[config.mk]
export PLATFORM = sky130hd
export DESIGN_NAME = uart_receiver
export DESIGN_NICKNAME = d
export VERILOG_FILES = /design/src/rtl/uart_pkg.sv /design/src/rtl/uart_receiver_baud_controller.sv /design/src/rtl/uart_receiver.sv
export SDC_FILE = /design/constraint.sdc
export NUM_CORES = 1
export LEC_CHECK = 0
export BUFFER_PORTS_ARGS = -buffer_cell sky130_fd_sc_hd__clkbuf_2
export CAP_MARGIN = 20
export CORE_MARGIN = 2
export CORE_UTILIZATION = 54
export DETAILED_ROUTE_END_ITERATION = 10
export PLACE_DENSITY = 0.75
export SLEW_MARGIN = 20
export SYNTH_ARGS = -nofsm -noshare
export SYNTH_HDL_FRONTEND = slang
export SYNTH_HIERARCHICAL = 1
export SYNTH_SLANG_ARGS = --single-unit
[constraint.sdc]
create_clock -name clk -period 2.75 [get_ports clk]
set_clock_uncertainty 0.2 [all_clocks]
set_input_delay 0.275 -clock clk [delete_from_list [all_inputs] [get_ports clk]]
set_output_delay 0.275 -clock clk [all_outputs]
set_load 0.01 [all_outputs]
[src/rtl/uart_pkg.sv]
// uart_pkg: constants and state encoding shared by the UART transmitter and receiver.
// Baud divisors assume a 50 MHz system clock and 16x oversampling.
package uart_pkg;

    localparam int CLK_HZ     = 50_000_000;
    localparam int DATA_BITS  = 8;
    localparam int OVERSAMPLE = 16;
    localparam int DIV_W      = 14;

    typedef enum logic [2:0] {
        IDLE,
        START,
        DATA,
        PARITY,
        STOP
    } rx_state_e;

    // Clocks per oversample tick: round(CLK_HZ / (16 * baud)).
    function automatic logic [DIV_W-1:0] baud_div(input logic [2:0] sel);
        logic [DIV_W-1:0] n;
        case (sel)
            3'd0:    n = 14'd10417;
            3'd1:    n = 14'd2604;
            3'd2:    n = 14'd651;
            3'd3:    n = 14'd326;
            3'd4:    n = 14'd163;
            3'd5:    n = 14'd81;
            3'd6:    n = 14'd54;
            default: n = 14'd27;
        endcase
        return n;
    endfunction

endpackage

[src/rtl/uart_receiver_baud_controller.sv]
// baud_controller: one-cycle sample_ENABLE every N clocks, N chosen by baud_select.
// A rate change restarts the count so the first tick at the new rate is a full period.
module baud_controller
    import uart_pkg::*;
(
    input  logic       clk,
    input  logic       reset,
    input  logic [2:0] baud_select,
    output logic       sample_ENABLE
);

    logic [DIV_W-1:0] cnt_q, cnt_d;
    logic [2:0]       sel_q, sel_d;
    logic [DIV_W-1:0] last;
    logic             changed;

    always_comb begin
        last          = baud_div(baud_select) - 14'd1;
        changed       = (sel_q != baud_select);
        sel_d         = baud_select;
        sample_ENABLE = 1'b0;
        cnt_d         = cnt_q + 14'd1;
        // >= keeps the counter bounded if the rate drops mid-count
        if (changed) begin
            cnt_d = '0;
        end else if (cnt_q >= last) begin
            cnt_d         = '0;
            sample_ENABLE = 1'b1;
        end
    end

    always_ff @(posedge clk or negedge reset) begin
        if (!reset) begin
            cnt_q <= '0;
            sel_q <= '0;
        end else begin
            cnt_q <= cnt_d;
            sel_q <= sel_d;
        end
    end

endmodule

[src/rtl/uart_receiver.sv]
// uart_receiver: 16x oversampled 8E1 UART receive path.
// Delivers each byte with a one-cycle valid strobe and sticky parity/framing flags.
module uart_receiver
    import uart_pkg::*;
(
    input  logic       clk,
    input  logic       reset,
    input  logic [2:0] baud_select,
    input  logic       Rx_EN,
    input  logic       RxD,
    output logic [7:0] Rx_DATA,
    output logic       Rx_VALID,
    output logic       Rx_PERROR,
    output logic       Rx_FERROR
);

    localparam logic [3:0] TICK_LAST = 4'(OVERSAMPLE - 1);
    localparam logic [3:0] TICK_MID  = 4'(OVERSAMPLE / 2 - 1);
    localparam logic [2:0] BIT_LAST  = 3'(DATA_BITS - 1);

    logic sample_ENABLE;

    baud_controller u_baud (
        .clk          (clk),
        .reset        (reset),
        .baud_select  (baud_select),
        .sample_ENABLE(sample_ENABLE)
    );

    logic [1:0]           sync_q, sync_d;
    logic                 rxs;
    rx_state_e            state_q, state_d;
    logic [3:0]           scnt_q, scnt_d;
    logic [2:0]           bcnt_q, bcnt_d;
    logic [DATA_BITS-1:0] shift_q, shift_d;
    logic                 par_q, par_d;
    logic [7:0]           data_q, data_d;
    logic                 valid_q, valid_d;
    logic                 perr_q, perr_d;
    logic                 ferr_q, ferr_d;
    logic                 mid;

    assign rxs = sync_q[1];

    always_comb begin
        sync_d  = {sync_q[0], RxD};
        state_d = state_q;
        scnt_d  = scnt_q;
        bcnt_d  = bcnt_q;
        shift_d = shift_q;
        par_d   = par_q;
        data_d  = data_q;
        valid_d = 1'b0;
        perr_d  = perr_q;
        ferr_d  = ferr_q;
        // mid-bit instant for DATA/PARITY/STOP: 16 ticks after the previous one
        mid     = sample_ENABLE && (scnt_q == TICK_LAST);
        if (sample_ENABLE) begin
            scnt_d = scnt_q + 4'd1;
        end

        if (state_q != IDLE && !Rx_EN) begin
            state_d = IDLE;
            scnt_d  = '0;
        end else begin
            unique case (state_q)
                IDLE: begin
                    scnt_d = '0;
                    if (sample_ENABLE && !rxs && Rx_EN) begin
                        state_d = START;
                        bcnt_d  = '0;
                        par_d   = 1'b0;
                        perr_d  = 1'b0;
                        ferr_d  = 1'b0;
                    end
                end
                START: begin
                    if (sample_ENABLE && scnt_q == TICK_MID) begin
                        scnt_d  = '0;
                        state_d = rxs ? IDLE : DATA;
                    end
                end
                DATA: begin
                    if (mid) begin
                        shift_d = {rxs, shift_q[DATA_BITS-1:1]};
                        par_d   = par_q ^ rxs;
                        bcnt_d  = bcnt_q + 3'd1;
                        if (bcnt_q == BIT_LAST) begin
                            state_d = PARITY;
                        end
                    end
                end
                PARITY: begin
                    if (mid) begin
                        perr_d  = par_q ^ rxs;
                        state_d = STOP;
                    end
                end
                STOP: begin
                    if (mid) begin
                        ferr_d  = !rxs;
                        data_d  = shift_q;
                        valid_d = rxs && !perr_q;
                        state_d = IDLE;
                        scnt_d  = '0;
                    end
                end
                default: begin
                    state_d = IDLE;
                    scnt_d  = '0;
                end
            endcase
        end
    end

    always_ff @(posedge clk or negedge reset) begin
        if (!reset) begin
            sync_q  <= 2'b11;
            state_q <= IDLE;
            scnt_q  <= '0;
            bcnt_q  <= '0;
            shift_q <= '0;
            par_q   <= 1'b0;
            data_q  <= '0;
            valid_q <= 1'b0;
            perr_q  <= 1'b0;
            ferr_q  <= 1'b0;
        end else begin
            sync_q  <= sync_d;
            state_q <= state_d;
            scnt_q  <= scnt_d;
            bcnt_q  <= bcnt_d;
            shift_q <= shift_d;
            par_q   <= par_d;
            data_q  <= data_d;
            valid_q <= valid_d;
            perr_q  <= perr_d;
            ferr_q  <= ferr_d;
        end
    end

    assign Rx_DATA   = data_q;
    assign Rx_VALID  = valid_q;
    assign Rx_PERROR = perr_q;
    assign Rx_FERROR = ferr_q;

endmodule

==> qor.yml <==
r2r-start: "u_baud/cnt_q[10]$_DFF_PN0_"
fin_ws_ps: -215
wl_mm: 5.78
cts_sinks: 49
crit_buf_inv: 1
worst_hold_startpoint: "baud_select[0]"
cts_made_buffers: 5
gr-total-overflow: 0
syn2layout_area_growth_pct: 27.1
synth_edf_count: 0
slew_headroom_pct: 57.6
io_buffers: 17
first_pass_iters: 4
postRouteAntennaNets: 0
dieArea_um2: 5720
cts_buffer_depth: 2
async_reset_ff_share_pct: 100
yosysUniqueCellTypes: 59
path_delay_family: "simple AND/OR/NAND/NOR gates"
first_global_vias: 2055
clk_pin_slew_ps: 100
path_common_cell: "a21oi_2"
path_cells: "clkbuf_16 -> or3_1 -> a21oi_2 -> a21oi_2 -> ha_1 -> nand4_1 -> a21oi_2 -> o2111ai_2 -> nand3_1 -> and2_4 -> and4_4 -> nand3_4 -> mux2_4"
die_y_um: 75.6
crit_required_ps: 2750
crit_fanout: 5
place_ws_ps: -704
avgRoutedWirePerCell_um: 15.3
hold_viol: 0
critPathCaptureType: "flop"
dp_hpwl_mm: 3.85
status: "finished with violations"
coreArea_um2: 5040
vias: 2017
ir_drop_mv: 0.391
cts_tree: "done"
grt_pass1_wl_mm: 9.65
antenna_found_initial: 0
grt_setup_unrepaired: "yes"
rows: 26
cp-start-kind: "primary input"
hold_depth: 2
p_leak_nw: 1.65
ys_warn_count: 6
start_util_pct: 54.9
viasPerCell: 5.34
arrival_ps: 2960
cpPeakStageDelay_ps: 430
synthCells: 247
synth-seq-cells: 49
hold_path_end: "u_baud/sel_q[0]$_DFF_PN0_"
yosysSeqAreaShare_pct: 44.4
cp_slowest_cell: "or3_1"
finalSetupViolCount: 29
drt_iter0_drc: 88
clk_latency_ps: 310
finalCriticalPeriod_ps: 2970
root_buffer: "clkbuf_8"
violations: "setup timing"
hold_class: "in2reg"
reg2reg_depth: 9
final-max-slew-violation-count: 0
tns_ps: -4050
diodes: 0
fin_nets: 333
power.density_nw_per_um2: 378
hold_slack_ps: 61.8
grt_max_degree: 50
io_pins: 18
reg2reg_slack_ps: -10
die_w_um: 75.6
gr-usage-all-layers_pct: 22.5
crit_type: "in2reg"
fmaxAchievable_ghz: 0.337
r2r_end: "Rx_DATA[6]$_DFFE_PN0P_"
fin_crit_sh_pct: 108
drc_errors: 0
worst_slew_pin_slew_ps: 636
netlist_area_um2: 2770
h-tree-depth: 2
drive_above_1_share_pct: 39.0
ys.flop_type: "dfrtp_1"
syn_area_per_cell_um2: 11.2
finalPower_w: 0.00133
maxCapViolCount: 0
gp_congestion: 0.952
[layout make-up]
| type | count | area [µm²] |
|---|---|---|
| clock buffer | 5 | 68.8 |
| inverter | 8 | 42.5 |
| tap | 70 | 87.6 |
| clock inverter | 3 | 28.8 |
| fill | 362 | 1520 |
| multi-input combinational | 183 | 1620 |
| timing repair buffer | 60 | 445 |
| sequential | 49 | 1230 |
[synth_stat cells (6+ instances only)]
master / n / share of area [%]
dfrtp_1: 47 / 42
mux2_2: 6 / 2.4
inv_1: 8 / 1.1
a21oi_1: 10 / 1.8
nor2_1: 21 / 2.8
nand2_1: 15 / 2.0
nor3_1: 6 / 1.1
nand4_1: 6 / 1.4
xor2_1: 12 / 3.8
ha_1: 19 / 8.6
xnor2_1: 10 / 3.2
mux2_4: 8 / 4.3
nand3_1: 7 / 1.3
nand2b_1: 8 / 1.8
[worst register-to-register path, cell delays in order (launching register included)]
cell	delay, ps
dfrtp_1	440
ha_1	290
nand4_1	120
nor2_1	280
a41oi_1	200
nand3_1	130
and2_4	190
and4_4	320
nand3_4	150
mux2_4	340
[metal layers]
metal	global-route usage, %	wire length [µm]	up-vias
met5	0	0	-
met4	6.24	48	0
met3	4.10	108	6
met2	38.8	3000	23
met1	29.1	2620	981
li1	-	-	1007
[worst max-delay path by stage]
stage / from / end / slack [ps] / depth (start not counted)
floorplan: baud_select[0] / Rx_DATA[0]$_DFFE_PN0P_ / -440 / 17
global placement: baud_select[0] / Rx_DATA[3]$_DFFE_PN0P_ / -560 / 15
detailed placement: baud_select[0] / Rx_DATA[5]$_DFFE_PN0P_ / -700 / 15
CTS: baud_select[0] / shift_q[3]$_DFFE_PN0P_ / -90 / 15
global route: baud_select[0] / Rx_PERROR$_DFFE_PN0P_ / -300 / 16
finish: baud_select[0] / Rx_DATA[6]$_DFFE_PN0P_ / -220 / 13
[flip-flops by register name (all words and copies together), names as in the netlist]
signal	cells
Rx_VALID	1
Rx_PERROR	1
u_baud/sel_q	3
Rx_FERROR	1
u_baud/cnt_q	14
shift_q	8
bcnt_q	3
state_q	3
sync_q	2
Rx_DATA	8
par_q	1
scnt_q	4
[cell usage in the layout (no fill, tap or decap), types with 2 or more instances in the layout]
master         count
nand4_1            6
dfstp_2            2
conb_1             2
a21oi_1            7
xnor2_1           10
nand2b_1           8
clkbuf_8           5
or3_1              2
nand3_4            3
nand2_1           14
ha_1              18
nor3_2             3
buf_4             41
dlygate4sd3_1      2
or2_2              2
xor2_1            12
nor3_1             4
buf_6              2
dfrtp_1           47
clkbuf_2          14
a21o_1             2
a22o_1             2
nor2_1            21
mux2_4            15
mux2_2             2
nand3_1            6
a21oi_2            3
o211ai_1           2
inv_1              7
and4_1             3
[cell families after synthesis]
logic type,after synthesis,share of synthesized area [%]
simple gates,87,18.8
flops,49,44.4
compound gates,33,8.94
xor+xnor,22,6.96
fa+ha+maj,19,8.58
mux,19,8.72
buf+inv,17,3.52
other cells,1,0.135
[stage by stage]
stage | instances | instance area [µm²] | utilization, %
2_1_floorplan | 248 | 2840 | -
3_3_place_gp | 361 | 3180 | 63.0
3_5_place_dp | 361 | 3180 | 63.0
4_1_cts | 374 | 3410 | 67.6
5_1_grt | 378 | 3520 | 69.8
6_report | 378 | 3520 | 69.8
[repair_timing]
item                       CTS  global route
hold endpoints to repair    48             0
hold buffers                 2             0
buffers inserted             3             4
cloned                       1             0
setup endpoints to repair   30            34
resized for setup           19            17
pin swaps                    5            11
[report_power, final]
| group | internal [W] | switching (W) | leakage [nW] |
|---|---|---|---|
| Sequential | 0.000727 | 0.00000465 | 0.665 |
| Clock | 0.000191 | 0.000269 | 0.0506 |
| Combinational | 0.0000640 | 0.0000772 | 0.934 |
| Total | 0.000981 | 0.000351 | 1.65 |
No activity file was read; power rests on OpenSTA's default activity.
